**src/rtl/reg_scoreboard_if.sv**
```systemverilog
// ============================================================================
// reg_scoreboard_if : decode/writeback <-> scoreboard signal bundle
// Revision 1.0
// ============================================================================
`default_nettype none

interface reg_scoreboard_if #(
  parameter int NUM_REGS = 32,
  parameter int AW       = $clog2(NUM_REGS)
);
  logic                flush;
  logic                id_valid;
  logic [AW-1:0]       rs1_addr;
  logic [AW-1:0]       rs2_addr;
  logic                rs1_rden;
  logic                rs2_rden;
  logic [AW-1:0]       rd_addr;
  logic                rd_wren;
  logic                id_long;
  logic                wb_valid;
  logic [AW-1:0]       wb_rd;
  logic                stall;
  logic [NUM_REGS-1:0] busy_vec;
  logic                long_busy;
  logic                long_done;
  logic [AW-1:0]       long_rd;

  modport master (
    output flush, id_valid, rs1_addr, rs2_addr, rs1_rden, rs2_rden,
           rd_addr, rd_wren, id_long, wb_valid, wb_rd,
    input  stall, busy_vec, long_busy, long_done, long_rd
  );

  modport slave (
    input  flush, id_valid, rs1_addr, rs2_addr, rs1_rden, rs2_rden,
           rd_addr, rd_wren, id_long, wb_valid, wb_rd,
    output stall, busy_vec, long_busy, long_done, long_rd
  );
endinterface

`default_nettype wire

```
**src/rtl/reg_scoreboard.sv**
```systemverilog
// ============================================================================
// reg_scoreboard : decode-stage RAW/WAW/structural hazard controller with a
//                  single long-latency (div) unit tracker.
// Option macro: SCOREBOARD_BYPASS_EN (regfile write-through bypass on RAW).
// Revision 1.0
// ============================================================================
`default_nettype none

module reg_scoreboard #(
  parameter int NUM_REGS = 32,
  parameter int DIV_LAT  = 34,
  parameter int CNT_W    = $clog2(DIV_LAT)
) (
  input  wire logic       clk,
  input  wire logic       rst,
  reg_scoreboard_if.slave sb
);

  localparam int AW = $clog2(NUM_REGS);
  localparam logic [CNT_W-1:0] CNT_LOAD = CNT_W'(DIV_LAT - 1);

  typedef enum logic [1:0] {
    S_IDLE = 2'd0,
    S_RUN  = 2'd1,
    S_DONE = 2'd2
  } state_t;

  state_t              state, state_nx;
  logic [CNT_W-1:0]    cnt, cnt_nx;
  logic [AW-1:0]       long_rd_q, long_rd_nx;
  logic [NUM_REGS-1:0] busy, busy_nx;

  logic rs1_byp, rs2_byp;
  logic raw, waw, strc, stall, issue;

`ifdef SCOREBOARD_BYPASS_EN
  // Writeback writes through the regfile, so the retiring value is readable now.
  assign rs1_byp = sb.wb_valid && (sb.wb_rd == sb.rs1_addr);
  assign rs2_byp = sb.wb_valid && (sb.wb_rd == sb.rs2_addr);
`else
  assign rs1_byp = 1'b0;
  assign rs2_byp = 1'b0;
`endif

  assign raw = (sb.rs1_rden && (|sb.rs1_addr) && busy[sb.rs1_addr] && !rs1_byp) ||
               (sb.rs2_rden && (|sb.rs2_addr) && busy[sb.rs2_addr] && !rs2_byp);
  assign waw   = sb.rd_wren && (|sb.rd_addr) && busy[sb.rd_addr];
  assign strc  = sb.id_long && (state != S_IDLE);
  assign stall = sb.id_valid && (raw || waw || strc);
  assign issue = sb.id_valid && !stall && !sb.flush;

  always_comb begin
    busy_nx = busy;
    if (sb.wb_valid && (|sb.wb_rd))
      busy_nx[sb.wb_rd] = 1'b0;
    // Applied after the clear so a same-cycle set on the same register wins.
    if (issue && sb.rd_wren && (|sb.rd_addr))
      busy_nx[sb.rd_addr] = 1'b1;
    if (sb.flush)
      busy_nx = '0;
    busy_nx[0] = 1'b0;
  end

  always_comb begin
    state_nx   = state;
    cnt_nx     = cnt;
    long_rd_nx = long_rd_q;
    case (state)
      S_IDLE: begin
        if (issue && sb.id_long) begin
          state_nx   = S_RUN;
          cnt_nx     = CNT_LOAD;
          long_rd_nx = sb.rd_addr;
        end
      end
      S_RUN: begin
        if (cnt == '0)
          state_nx = S_DONE;
        else
          cnt_nx = cnt - 1'b1;
      end
      S_DONE:  state_nx = S_IDLE;
      default: state_nx = S_IDLE;
    endcase
    if (sb.flush) begin
      state_nx = S_IDLE;
      cnt_nx   = '0;
    end
  end

  always_ff @(posedge clk) begin
    if (rst) begin
      state     <= S_IDLE;
      cnt       <= '0;
      long_rd_q <= '0;
      busy      <= '0;
    end else begin
      state     <= state_nx;
      cnt       <= cnt_nx;
      long_rd_q <= long_rd_nx;
      busy      <= busy_nx;
    end
  end

  assign sb.stall     = stall;
  assign sb.busy_vec  = busy;
  assign sb.long_busy = (state != S_IDLE);
  assign sb.long_done = (state == S_DONE);
  assign sb.long_rd   = long_rd_q;

endmodule

`default_nettype wire

```
**src/flat_wrapper.sv**
```systemverilog
// flat-port wrapper written by rule: the top's interface ports become plain ports
module reg_scoreboard_flat 
#(
  parameter int NUM_REGS = 32,
  parameter int DIV_LAT  = 34,
  parameter int CNT_W    = $clog2(DIV_LAT)
)
  (clk, rst, sb_flush, sb_id_valid, sb_rs1_addr, sb_rs2_addr, sb_rs1_rden, sb_rs2_rden, sb_rd_addr, sb_rd_wren, sb_id_long, sb_wb_valid, sb_wb_rd, sb_stall, sb_busy_vec, sb_long_busy, sb_long_done, sb_long_rd);
  reg_scoreboard_if #(.NUM_REGS(NUM_REGS)) sb_i ();
  input  wire logic clk;
  input  wire logic rst;
  input wire logic [$bits(sb_i.flush)-1:0] sb_flush;
  input wire logic [$bits(sb_i.id_valid)-1:0] sb_id_valid;
  input wire logic [$bits(sb_i.rs1_addr)-1:0] sb_rs1_addr;
  input wire logic [$bits(sb_i.rs2_addr)-1:0] sb_rs2_addr;
  input wire logic [$bits(sb_i.rs1_rden)-1:0] sb_rs1_rden;
  input wire logic [$bits(sb_i.rs2_rden)-1:0] sb_rs2_rden;
  input wire logic [$bits(sb_i.rd_addr)-1:0] sb_rd_addr;
  input wire logic [$bits(sb_i.rd_wren)-1:0] sb_rd_wren;
  input wire logic [$bits(sb_i.id_long)-1:0] sb_id_long;
  input wire logic [$bits(sb_i.wb_valid)-1:0] sb_wb_valid;
  input wire logic [$bits(sb_i.wb_rd)-1:0] sb_wb_rd;
  output wire logic [$bits(sb_i.stall)-1:0] sb_stall;
  output wire logic [$bits(sb_i.busy_vec)-1:0] sb_busy_vec;
  output wire logic [$bits(sb_i.long_busy)-1:0] sb_long_busy;
  output wire logic [$bits(sb_i.long_done)-1:0] sb_long_done;
  output wire logic [$bits(sb_i.long_rd)-1:0] sb_long_rd;
  assign sb_i.flush = sb_flush;
  assign sb_i.id_valid = sb_id_valid;
  assign sb_i.rs1_addr = sb_rs1_addr;
  assign sb_i.rs2_addr = sb_rs2_addr;
  assign sb_i.rs1_rden = sb_rs1_rden;
  assign sb_i.rs2_rden = sb_rs2_rden;
  assign sb_i.rd_addr = sb_rd_addr;
  assign sb_i.rd_wren = sb_rd_wren;
  assign sb_i.id_long = sb_id_long;
  assign sb_i.wb_valid = sb_wb_valid;
  assign sb_i.wb_rd = sb_wb_rd;
  assign sb_stall = sb_i.stall;
  assign sb_busy_vec = sb_i.busy_vec;
  assign sb_long_busy = sb_i.long_busy;
  assign sb_long_done = sb_i.long_done;
  assign sb_long_rd = sb_i.long_rd;
  reg_scoreboard #(.NUM_REGS(NUM_REGS), .DIV_LAT(DIV_LAT), .CNT_W(CNT_W)) u_core (.clk(clk), .rst(rst), .sb(sb_i));
endmodule
```
**config.mk**
```make
export PLATFORM = sky130hd
export DESIGN_NAME = reg_scoreboard_flat
export DESIGN_NICKNAME = d
export VERILOG_FILES = /design/src/rtl/reg_scoreboard_if.sv /design/src/rtl/reg_scoreboard.sv /design/src/flat_wrapper.sv
export SDC_FILE = /design/constraint.sdc
export NUM_CORES = 1
export LEC_CHECK = 0
export CORE_MARGIN = 5
export CORE_UTILIZATION = 45
export DETAILED_ROUTE_END_ITERATION = 8
export GPL_ROUTABILITY_DRIVEN = 1
export HOLD_SLACK_MARGIN = 0.03
export PLACE_DENSITY = 0.84
export SYNTH_ARGS = -nofsm -noshare
export SYNTH_HDL_FRONTEND = slang
export SYNTH_SLANG_ARGS = --single-unit
```
**constraint.sdc**
```tcl
create_clock -name clk -period 6.1 [get_ports clk]
set_input_delay 0.915 -clock clk [delete_from_list [all_inputs] [get_ports clk]]
set_output_delay 0.915 -clock clk [all_outputs]
set_load 0.05 [all_outputs]
```
==> results by stage, run 1 <==
Timing:
- Adding up every negative setup slack in the final design gives 0 ns.
- The clock skew is 0.0202 ns.
- Setup repair after global routing left no endpoint under its margin.
- The total count of hold-check failures in the final report came to 0.
- Derived from the worst setup path, the maximum achievable clock frequency is 0.196 GHz.
- The final max-slew violation count is 0.
- The worst slack on hold paths is 0.481 ns.
- Measured against its own limit, the worst slew margin works out to 36.3%.
- For the pin with the worst max-slew slack, the measured transition is 0.952 ns.
- The post-route clock period utilization is 83.5%.
- The time the worst path needs with I/O delays and setup is 5.10 ns.
- The total setup violations reported at the end of the flow is 0.

Power:
- The peak supply drop is 0.108 mV.
- The analysis attributes to cell leakage a power of 1.25 nW.
- The cell area power density is 172 mW/mm^2.

Synthesis:
- In the synthesized netlist the dominant register cell turns out to be sky130_fd_sc_hd__dfxtp_1.
- Summing the areas of all fa, ha and maj instances in the mapped netlist gives 0.847% of the synthesized area.
- The netlist uses 54 different library cells.
- During synthesis, Yosys emitted a total of 0 warnings.
- The number of instances in the synthesized netlist is 295.
- Sequential elements use 29.8% of the synthesized area.
- The synthesis-stage register bit count is 44.
- After synthesis the cells add up to 0.00295 mm^2.
- The synthesized netlist devotes 0% of its cell area to XOR and XNOR gates.
- The area fraction in and, or, nand and nor cells after synthesis is 16.5%.
- The number of nets in the synthesized netlist is 326.
- The synthesized netlist devotes 26.7% of its cell area to compound gates.
- After synthesis, the cell types taking the most area are sky130_fd_sc_hd__dfxtp_1 30%, sky130_fd_sc_hd__mux4_2 11%, sky130_fd_sc_hd__mux2i_1 8.5%, sky130_fd_sc_hd__o211ai_1 7.9%, sky130_fd_sc_hd__o31ai_1 5.8%.
- The share of synthesized area in the top cell type comes to 29.8%.
- In the synthesized netlist the async set-or-reset flop fraction comes to 0%.
- The post-synthesis mux area share is 19.9%.
- By area, the combinational part of the netlist is dominated by compound AO/OA/AOI/OAI gates.
- The average footprint of a synthesized cell is 10.0 um^2.
- The top cell type by total area after synthesis is sky130_fd_sc_hd__dfxtp_1.
- Counting flops with a built-in enable in the synthesized netlist gives 0.

Critical path:
- The launching element type of the critical path is a primary input.
- The critical path is of the primary input to output pin type.
- The critical path arrival is 4.18 ns.
- STA puts the critical path data required time at 5.18 ns.
- The worst-case register-to-register setup slack is 3.25 ns.
- Of all nets on the critical path, the largest fanout is 18.
- The nature of the critical path endpoint is an output pin.

Global route:
- Summed over all layers, the global routing overflow is 0.
- The overall fraction of global-route tracks in use is 21.4%.
- The first global-routing pass estimated 14.6 mm of wire.
- The pin count of the biggest net entering global routing is 37.
- The initial antenna violation count was 0.
- The via count of the first global-routing pass came to 2,763.

Floorplan:
- During I/O placement, the number of pins put on the boundary was 69.
- From left edge to right edge, the die measures 91.0 um.
- The core region is 0.00639 mm^2.
- The initial utilization of the core area, before any placement, comes to 46.3%.
- The vertical die dimension is 91.0 um.
- In this run the core area contains 29 standard-cell rows.
- The full die area is 0.00828 mm^2.

Route:
- Dividing the detail-routed wire length by the instance count gives 21.4 um.
- The post-route antenna net violation count is 0.
- The detailed router finished its first iteration with 442 violations.
- The post-detailed-route via-to-cell ratio is 6.84.
- Wires add up to 9.07 mm.
- For this block, the via count after detailed routing is 2,907.
- After detailed routing, the number of remaining DRC violations is 0.
- The detailed-router iteration count before antenna repair is 5.

Place:
- The number of I/O port buffers is 67.
- The congestion estimate from routability-driven global placement came to 0.874.
- The total half-perimeter wirelength after legalization and detailed placement is 6.83 mm.

CTS:
- Once the clock tree was built, the resizer swapped 0 gates to a different size.
- TritonCTS built the clock tree.
- The number of buffers created by CTS is 5.
- The maximum root-to-sink buffer count is 2.
- The later pin in the worst-skew pair is clocked with a latency of 0.31 ns.
- CTS placed an instance of sky130_fd_sc_hd__clkbuf_8 at the clock tree root.
- The CTS sink count is 44.
- The clock-pin slew on the worst setup and hold paths is 0.08 ns.
- The number of levels the H-tree was split into is 2.
- After clock tree synthesis, the flow added hold-fix buffers numbering 0.
- Once the clock tree was built, the setup fixing pass inserted 0 buffers.

Layout:
- Relative to the synthesized area, the layout overhead comes to 25.8%.
- In the final layout, the share of cells above drive strength 1 is 12.1%.
- The sequential cells in the finished layout cover a total of 881 um^2.
- Counting the fill cells in the layout gives 548.
- The count of inserted antenna diode cells is 0.
- The net count reported at finish is 378.
- The area taken by multi-input logic gates is 0.00190 mm^2.

Hold path:
- The min-delay analysis places its worst path in the category flop to flop.

Flow run:
- The number of max-cap violations is 0.

Status:
- The run finished with clean final reports.
==> path summary, 6_finish.rpt <==
kind / from / end / depth (start not counted)
worst max-delay path: sb_rd_addr[1] / sb_stall / 8
worst min-delay path: u_core.sb.long_rd[4] / u_core.sb.long_rd[4] / 2
worst max register to register: u_core.sb.busy_vec[15] / u_core.sb.busy_vec[26] / 6
worst min register to register: u_core.sb.long_rd[4] / u_core.sb.long_rd[4] / 2
==> through the flow <==
step | util (%) | cell area, um^2 | power [mW] | instances | worst slack [ns]
after floorplan | - | 2950 | 0.357 | 295 | 2.64
after global placement | 56.2 | 3590 | 0.391 | 417 | 1.12
after detailed placement | 56.2 | 3590 | 0.393 | 417 | 1.05
after CTS | 58.2 | 3720 | 0.636 | 425 | 1.05
after global routing | 58.2 | 3720 | 0.657 | 425 | 0.914
final | 58.2 | 3720 | 0.638 | 425 | 1.00
==> registers in the layout, indices dropped and copies added (netlist names) <==
name / count
u_core.sb.long_rd: 5
u_core.sb.busy_vec: 31
u_core.cnt: 6
u_core.state: 2
==> kinds of logic (layout without fill, tap and decap cells) <==
family | count (synthesis) | in the layout
other | 1 | 1
flip-flops | 44 | 44
multiplexers | 41 | 41
buffers and inverters | 32 | 85
adder cells (fa/ha/maj) | 2 | 2
AND/OR/NAND/NOR | 80 | 80
AO/OA/AOI/OAI | 95 | 95
==> per-layer routing <==
| layer | global-route usage [%] | up-vias | part of all wire (%) |
|---|---|---|---|
| met1 | 28.6 | 1413 | 41 |
| met2 | 35.4 | 170 | 48 |
| li1 | - | 1299 | - |
| met3 | 3.88 | 25 | 8.8 |
| met4 | 6.36 | 0 | 2.3 |
| met5 | 0 | - | 0 |
==> synth_stat cells, drive strengths merged, types with 9 or more instances <==
cell type and count:
nand3b 12, o31ai 23, nand2 10, dfxtp 44, clkbuf 10, mux4 14
o211ai 31, nand2b 9, mux2i 25, buf 14
==> critical path, stage by stage <==
cell	delay, ns
sky130_fd_sc_hd__clkdlybuf4s50_1	1.10
sky130_fd_sc_hd__mux2i_1	0.30
sky130_fd_sc_hd__o22ai_1	0.11
sky130_fd_sc_hd__or3_1	0.40
sky130_fd_sc_hd__a22oi_1	0.33
sky130_fd_sc_hd__o2111ai_1	0.15
sky130_fd_sc_hd__and2_1	0.19
sky130_fd_sc_hd__clkdlybuf4s50_1	0.69
==> cell usage in the layout, fill, tap and decap left out, drive strengths merged, types with 9 or more instances in the layout <==
cell and n:
nand3b 12, nand2 10, o31ai 23, o211ai 31
mux2i 25, nand2b 9, mux4 14, dfxtp 44
clkdlybuf4s50 67
==> power breakdown <==
group          switching [mW]  internal [mW]  leakage (nW)
logic                  0.0585         0.0397         0.832
registers             0.00115          0.288         0.355
clock network           0.105          0.145        0.0645
==> cell type report <==
class,count,area share (%)
Multi-Input combinational cell,219,51.0
Sequential cell,44,23.7
Timing Repair Buffer,69,18.5
Clock buffer,7,2.59
Tap cell,77,2.59
Clock inverter,1,0.808
Inverter,8,0.808
(Power assumes the default switching activity.)
==> run 2, diff against run 1 <==
==> constraint.sdc (replaced) <==
create_clock -name clk -period 4.8 [get_ports clk]
set_input_delay 0.72 -clock clk [delete_from_list [all_inputs] [get_ports clk]]
set_output_delay 0.72 -clock clk [all_outputs]
set_load 0.05 [all_outputs]
==> run 2 against run 1 <==
Sequential share of layout area is essentially flat. Wire length is 1.1% higher. Sequential cell count did not move. Count of clock-buffer cells in the layout down 1. Cell area decreased by 0.17%. Largest power group unchanged. First-iteration DRC count decreased by 5.4%. Clock skew fell by 0.014 ns. Register-to-register slack worse by 0.83 ns. Critical path type unchanged. Critical endpoint unchanged.
==> results by stage, run 2 (synthesis gave the netlist of run 1 again) <==
Status:
- Outcome: completed (unchanged).

CTS:
- The number of buffers created by CTS is 5 (unchanged).
- The maximum root-to-sink buffer count is 2 (unchanged).
- The number of hold buffers added after cts is 0 (unchanged).
- The post-CTS setup repair buffer count is 0 (unchanged).
- The clock tree root driver cell is sky130_fd_sc_hd__clkbuf_8 (unchanged).
- The number of gates resized after cts is 0 (unchanged).
- The CTS tree is done (unchanged).
- The number of levels the H-tree was split into was 2 (unchanged).
- The clock-pin slew on the worst setup and hold paths is 0.08 ns (about the same).
- The clock network latency to the later pin of the worst-skew pair is 0.30 ns (was 0.31 ns).
- The CTS sink count came to 44 (unchanged).

Place:
- The total half-perimeter wirelength after legalization and detailed placement is 6.58 mm (was 6.83 mm).
- The number of I/O port buffers is 67 (unchanged).
- The cell area reported after detailed placement is 0.00360 mm^2 (was 0.00359 mm^2).
- The final weighted congestion in routability-driven placement was 0.930 (was 0.874).
- The cell total after placement came to 419 (was 417).

Layout:
- The final instance count without filler cells was 427 (was 425).
- The count of inserted antenna diode cells is 0 (unchanged).
- The design area was 0.00371 mm^2 (was 0.00372 mm^2).
- The ratio of cells with drive above 1 in the final layout is 12.6% (was 12.1%).
- Top library cells by usage in the layout, fill and taps aside: 66 x sky130_fd_sc_hd__clkdlybuf4s50_1, 44 x sky130_fd_sc_hd__dfxtp_1, 31 x sky130_fd_sc_hd__o211ai_1 (was 67 x sky130_fd_sc_hd__clkdlybuf4s50_1, 44 x sky130_fd_sc_hd__dfxtp_1, 31 x sky130_fd_sc_hd__o211ai_1).
- The flip-flop count of the largest register, all copies and words added is 31 (unchanged).
- The net count reported at finish was 380 (was 378).
- The most common cell after layout, fill and taps aside was sky130_fd_sc_hd__clkdlybuf4s50_1 (unchanged).
- The synthesis-to-layout area growth is 25.6% (was 25.8%).
- The final core utilization is 58.1% (was 58.2%).

Route:
- The detailed-router iteration count before antenna repair is 5 (unchanged).
- The post-detailed-route via-to-cell ratio is 6.69 (was 6.84).
- The final routed wirelength across all metal layers came to 9.17 mm (was 9.07 mm).
- The post-route antenna net violation count is 0 (unchanged).
- The detailed router's first-iteration violation count was 418 (was 442).
- The mean routed wirelength per cell is 21.5 um (was 21.4 um).
- The number of design rule violations left after detail routing is 0 (unchanged).
- The number of vias after detailed routing is 2,855 (was 2,907).

Global route:
- The overall fraction of global-route tracks in use was 21.7% (was 21.4%).
- The global-route wire length before repair was 14.8 mm (was 14.6 mm).
- The remaining global-route overflow is 0 (unchanged).
- The pin count of the biggest net entering global routing is 37 (unchanged).
- The initial antenna violation count is 0 (unchanged).
- The via count of the first global-routing pass was 2,790 (was 2,763).

Critical path:
- The launching instance or port of the critical path is sb_rs2_addr[0] (was sb_rd_addr[1]).
- The largest fanout of any net on the critical path came to 10 (was 18).
- The nature of the critical path endpoint is an output pin (unchanged).
- The worst-case register-to-register setup slack is 2.42 ns (was 3.25 ns).
- The worst setup path endpoint is sb_stall (unchanged).
- The critical path class is primary input to output pin (unchanged).
- The startpoint of the worst-slack reg-to-reg timing path is u_core.sb.busy_vec[13] (was u_core.sb.busy_vec[15]).
- The data required time at the worst endpoint was 4.08 ns (was 5.18 ns).
- The critical path arrival was 3.27 ns (was 4.18 ns).
- The launching element type of the critical path is a primary input (unchanged).
- The capture instance of the worst register-to-register path is u_core.sb.long_rd[2] (was u_core.sb.busy_vec[26]).
- The cell depth of the worst flop-to-flop path was 6 (unchanged).

Timing:
- The remaining max-slew budget at the tightest pin was 62.0% (was 36.3%).
- The worst slack on hold paths is 0.480 ns (was 0.481 ns).
- The post-route clock period utilization is 83.1%.
- The total setup violations reported at the end of the flow came to 0 (unchanged).
- The transition time of the tightest slew-check pin is 0.568 ns (was 0.952 ns).
- RSZ-0062 raised after global routing: no (unchanged).
- The achievable clock frequency is 0.251 GHz.
- The total count of hold-check failures in the final report was 0 (unchanged).
- The final max-slew violation count came to 0 (unchanged).
- The total negative setup slack came to 0 ns (unchanged).
- The clock skew was 0.00646 ns (was 0.0202 ns).
- The clock period could shrink to 3.99 ns.

Floorplan:
- The vertical die dimension is 91.0 um (unchanged).
- The starting density of the core was 46.3% (unchanged).
- The full die area is 0.00828 mm^2 (unchanged).
- The number of rows created at floorplan is 29 (unchanged).
- The area of the core region is 0.00639 mm^2 (unchanged).
- The number of primary I/O pins was 69 (unchanged).
- The die boundary width is 91.0 um (unchanged).

Power:
- The leakage power is 1.25 nW (about the same).
- The peak supply drop is 0.154 mV (was 0.108 mV).
- The cell area power density came to 210 mW/mm^2 (was 172 mW/mm^2).

Flow run:
- The number of max-cap violations is 0 (unchanged).

Hold path:
- The class of the most critical hold timing path is flop to flop (unchanged).
run 2: cell count changes in the layout (fill, tap and decap cells not counted), sizes merged:
cell,delta
buf,+3
clkbuf,-1
clkdlybuf4s50,-1
clkinv,+1
run 2: report_power, final:
| group | internal, mW | switching, mW | total, mW |
|---|---|---|---|
| clock | 0.155 | 0.129 | 0.284 |
| sequential | 0.366 | 0.00144 | 0.368 |
| combinational | 0.0503 | 0.0753 | 0.126 |
| total | 0.571 | 0.206 | 0.778 |
run 2: layout make-up:
class                           count  area (um^2)
Clock buffer                        6         72.6
Clock inverter                      2         35.0
Fill cell                         549         2680
Inverter                            8         30.0
Multi-Input combinational cell    219         1900
Sequential cell                    44          881
Tap cell                           77         96.3
Timing Repair Buffer               71          698
run 2: worst min-delay path by stage:
| stage | slack, ns | end | from | cells past startpoint |
|---|---|---|---|---|
| 2_1_floorplan | 0.49 | u_core.cnt[4] | u_core.cnt[4] | 1 |
| 3_3_place_gp | 0.46 | u_core.sb.long_rd[4] | u_core.sb.long_rd[4] | 2 |
| 3_5_place_dp | 0.47 | u_core.sb.long_rd[4] | u_core.sb.long_rd[4] | 2 |
| 4_1_cts | 0.49 | u_core.sb.long_rd[4] | u_core.sb.long_rd[4] | 2 |
| 5_1_grt | 0.52 | u_core.sb.long_rd[1] | u_core.sb.long_rd[1] | 2 |
| 6_report | 0.48 | u_core.sb.long_rd[0] | u_core.sb.long_rd[0] | 2 |
run 2: routing by layer:
| metal | up-vias | routed length, um | GRT usage, % | share of wire [%] |
|---|---|---|---|---|
| met5 | - | 0 | 0 | 0 |
| met4 | 0 | 180 | 7.58 | 2.0 |
| met3 | 16 | 821 | 5.87 | 8.9 |
| met2 | 168 | 4400 | 34.4 | 48 |
| met1 | 1375 | 3770 | 28.5 | 41 |
| li1 | 1296 | - | - | - |
run 2: critical path: stages:
cell and delay, ns:
sky130_fd_sc_hd__clkdlybuf4s50_1 0.83, sky130_fd_sc_hd__mux4_2 0.57, sky130_fd_sc_hd__nand2_1 0.08, sky130_fd_sc_hd__a21oi_1 0.10
sky130_fd_sc_hd__o311ai_4 0.41, sky130_fd_sc_hd__o2111ai_1 0.19, sky130_fd_sc_hd__and2_1 0.19, sky130_fd_sc_hd__buf_4 0.18
run 2: through the flow:
stage	setup slack [ns]	power, mW
2_1_floorplan	1.73	0.453
3_3_place_gp	0.864	0.497
3_5_place_dp	0.809	0.499
4_1_cts	0.795	0.777
5_1_grt	0.630	0.804
6_report	0.810	0.778
==> run 3, diff against run 2 <==
==> constraint.sdc (replaced) <==
create_clock -name clk -period 3.9 [get_ports clk]
set_input_delay 0.585 -clock clk [delete_from_list [all_inputs] [get_ports clk]]
set_output_delay 0.585 -clock clk [all_outputs]
set_load 0.05 [all_outputs]
==> run 3 against run 2 <==
Power rose by 24%. Count of clock-buffer cells in the layout fell by 1. Combinational power rose by 25%. Global-route usage fell by 0.13 points. Worst setup slack got worse by 0.45 ns. Clock power rose by 25%. Clock skew rose by 0.0011 ns. Non-clock buffer count rose by 2.
==> results by stage, run 3 (synthesis gave the netlist of run 1 again) <==
Status:
- Outcome: completed (unchanged).

Layout:
- The count of inserted antenna diode cells is 0 (unchanged).
- The synthesis-to-layout area growth is 26.6% (was 25.6%).
- Top library cells by usage in the layout, fill and taps aside: 66 x sky130_fd_sc_hd__clkdlybuf4s50_1, 44 x sky130_fd_sc_hd__dfxtp_1, 31 x sky130_fd_sc_hd__o211ai_1 (unchanged).
- The net count reported at finish is 382 (was 380).
- The design area is 0.00374 mm^2 (was 0.00371 mm^2).
- The ratio of cells with drive above 1 in the final layout came to 13.4% (was 12.6%).
- The final instance count without filler cells was 429 (was 427).
- The final core utilization came to 58.6% (was 58.1%).
- The count of fill cells added during filler insertion is 542 (was 549).
- The flip-flop count of the largest register, all copies and words added is 31 (unchanged).
- The most common cell after layout, fill and taps aside is sky130_fd_sc_hd__clkdlybuf4s50_1 (unchanged).

Hold path:
- The end of the worst hold path is u_core.sb.long_rd[1] (was u_core.sb.long_rd[0]).
- The worst hold path stage count is 2 (unchanged).
- The class of the most critical hold timing path is flop to flop (unchanged).
- The hold path startpoint was u_core.sb.long_rd[1] (was u_core.sb.long_rd[0]).

Place:
- The number of I/O port buffers was 67 (unchanged).
- The final weighted congestion in routability-driven placement is 0.910 (was 0.930).
- The cell area reported after detailed placement is 0.00363 mm^2 (was 0.00360 mm^2).
- The total half-perimeter wirelength after legalization and detailed placement is 6.78 mm (was 6.58 mm).
- The cell total after placement is 421 (was 419).
- The post-place setup slack was 0.377 ns (was 0.809 ns).

Timing:
- For this run, the top clock speed supported by timing is 0.282 GHz.
- The time the worst path needs with I/O delays and setup is 3.54 ns.
- The total negative setup slack is 0 ns (unchanged).
- The transition time of the tightest slew-check pin came to 0.536 ns (was 0.568 ns).
- The total setup violations reported at the end of the flow was 0 (unchanged).
- The remaining max-slew budget at the tightest pin is 64.2% (was 62.0%).
- The total count of hold-check failures in the final report came to 0 (unchanged).
- RSZ-0062 raised after global routing: no (unchanged).
- The final worst slack was 0.358 ns (was 0.810 ns).
- The post-route clock period utilization is 90.8%.
- The final max-slew violation count is 0 (unchanged).
- The clock skew is 0.00752 ns (was 0.00646 ns).
- The worst slack on hold paths is 0.477 ns (was 0.480 ns).

Critical path:
- The largest fanout of any net on the critical path is 6 (was 10).
- The critical path class was primary input to output pin (unchanged).
- The cell depth of the worst flop-to-flop path is 6 (unchanged).
- By instance count, the cell type seen most on the critical path is sky130_fd_sc_hd__buf_4.
- Critical-path cell list: clkdlybuf4s50_1, buf_4, mux4_2, nor3b_1, o21ai_0, nand4_1, o2111ai_1, and2_1, buf_4 (was clkdlybuf4s50_1, mux4_2, nand2_1, a21oi_1, o311ai_4, o2111ai_1, and2_1, buf_4).
- The data required time at the worst endpoint came to 3.31 ns (was 4.08 ns).
- The worst-case register-to-register setup slack came to 1.60 ns (was 2.42 ns).
- The launching element type of the critical path is a primary input (unchanged).
- The cell type group with the largest total delay on the critical path is buffers and inverters (unchanged).
- The slowest cell on the critical path is sky130_fd_sc_hd__clkdlybuf4s50_1 (unchanged).
- The nature of the critical path endpoint was an output pin (unchanged).
- The number of buffer and inverter stages on the critical path came to 3 (was 2).
- The critical path arrival came to 2.96 ns (was 3.27 ns).
- The startpoint of the worst-slack reg-to-reg timing path is u_core.sb.busy_vec[15] (was u_core.sb.busy_vec[13]).
- The cell count along the critical path is 9 (was 8).
- The capture instance of the worst register-to-register path is u_core.sb.long_rd[2] (unchanged).
- The highest cell delay on the worst timing path is 0.60 ns (was 0.83 ns).

CTS:
- The number of gates resized after cts is 0 (unchanged).
- The CTS tree is done (unchanged).
- The maximum root-to-sink buffer count is 2 (unchanged).
- The number of hold buffers added after cts is 0 (unchanged).
- The clock tree root driver cell is sky130_fd_sc_hd__clkbuf_8 (unchanged).
- The clock network latency to the later pin of the worst-skew pair is 0.30 ns (about the same).
- The post-CTS setup repair buffer count was 0 (unchanged).
- The number of levels the H-tree was split into is 2 (unchanged).
- The clock-pin slew on the worst setup and hold paths was 0.08 ns (about the same).
- The number of buffers created by CTS is 5 (unchanged).
- The CTS sink count is 44 (unchanged).

Power:
- The clock network fraction of design power was 36.7% (was 36.5%).
- The proportion of power drawn by combinational gates came to 16.3% (was 16.2%).
- The net switching power is 0.259 mW (was 0.206 mW).
- The internal cell power is 0.705 mW (was 0.571 mW).
- The switching power as a share of total power is 26.8% (was 26.5%).
- The cell area power density is 258 mW/mm^2 (was 210 mW/mm^2).
- The power share of the sequential group is 47.0% (was 47.3%).
- The final total power is 0.964 mW (was 0.778 mW).
- The leakage power came to 1.27 nW (was 1.25 nW).
- The peak supply drop is 0.168 mV (was 0.154 mV).

Flow run:
- The number of max-cap violations is 0 (unchanged).

Route:
- The number of vias after detailed routing is 2,909 (was 2,855).
- The post-detailed-route via-to-cell ratio was 6.78 (was 6.69).
- The mean routed wirelength per cell came to 21.3 um (was 21.5 um).
- The number of design rule violations left after detail routing is 0 (unchanged).
- The post-route antenna net violation count is 0 (unchanged).
- The detailed-router iteration count before antenna repair was 5 (unchanged).
- The detailed router's first-iteration violation count is 450 (was 418).
- The final routed wirelength across all metal layers is 9.12 mm (was 9.17 mm).

Floorplan:
- The die boundary width is 91.0 um (unchanged).
- The area of the core region came to 0.00639 mm^2 (unchanged).
- The full die area is 0.00828 mm^2 (unchanged).
- The number of rows created at floorplan is 29 (unchanged).
- The starting density of the core is 46.3% (unchanged).
- The vertical die dimension was 91.0 um (unchanged).
- The number of primary I/O pins is 69 (unchanged).

Global route:
- The overall fraction of global-route tracks in use is 21.6% (was 21.7%).
- The via count of the first global-routing pass was 2,705 (was 2,790).
- The remaining global-route overflow is 0 (unchanged).
- The initial antenna violation count is 0 (unchanged).
- The global-route wire length before repair is 14.7 mm (was 14.8 mm).
- The pin count of the biggest net entering global routing is 37 (unchanged).
==> run 3: cell count changes in the layout (fill, tap and decap cells not counted) <==
| cell | delta |
|---|---|
| sky130_fd_sc_hd__clkinvlp_4 | +1 |
| sky130_fd_sc_hd__buf_4 | +1 |
| sky130_fd_sc_hd__clkbuf_1 | -1 |
| sky130_fd_sc_hd__buf_12 | +1 |
==> run 3: routing by layer <==
layer  share of wire (%)  global-route usage, %  vias up
met5                   0                      0        -
met4                 2.5                   8.19        0
met3                 8.4                   3.55       21
met2                  47                   33.7      173
met1                  42                   30.0     1415
li1                    -                      -     1300
==> run 3: how the worst max path moves through the flow <==
stage / slack (ns) / end / from
detailed placement: 0.38 / sb_stall / sb_rs2_addr[0]
CTS: 0.38 / sb_stall / sb_rs2_addr[0]
floorplan: 1.10 / sb_stall / sb_rs2_addr[0]
global route: 0.19 / sb_stall / sb_rs1_addr[0]
finish: 0.36 / sb_stall / sb_rs1_addr[0]
global placement: 0.43 / sb_stall / sb_rs2_addr[0]
==> run 3: final cells by class <==
class                   instances  area, um^2  area share, %
multi-input cells             219        1900           50.7
flip-flops and latches         44         881           23.5
repair buffers                 73         726           19.4
well taps                      77        96.3           2.58
clock buffers                   5        68.8           1.84
clock inverters                 3        42.5           1.14
inverters                       8        30.0          0.803
==> run 3: tightest hold or removal path, stage by stage (launching register included) <==
cell	delay [ns]
sky130_fd_sc_hd__dfxtp_1	0.32
sky130_fd_sc_hd__nand2b_1	0.06
sky130_fd_sc_hd__mux2i_1	0.05
==> run 3: power by group through the flow <==
stage                     registers (mW)  clock network (mW)  logic, mW
after global routing               0.453               0.373      0.168
after CTS                          0.453               0.356      0.155
after detailed placement           0.463                   0      0.155
final                              0.453               0.354      0.158
after global placement             0.463                   0      0.152
after floorplan                    0.469                   0     0.0887
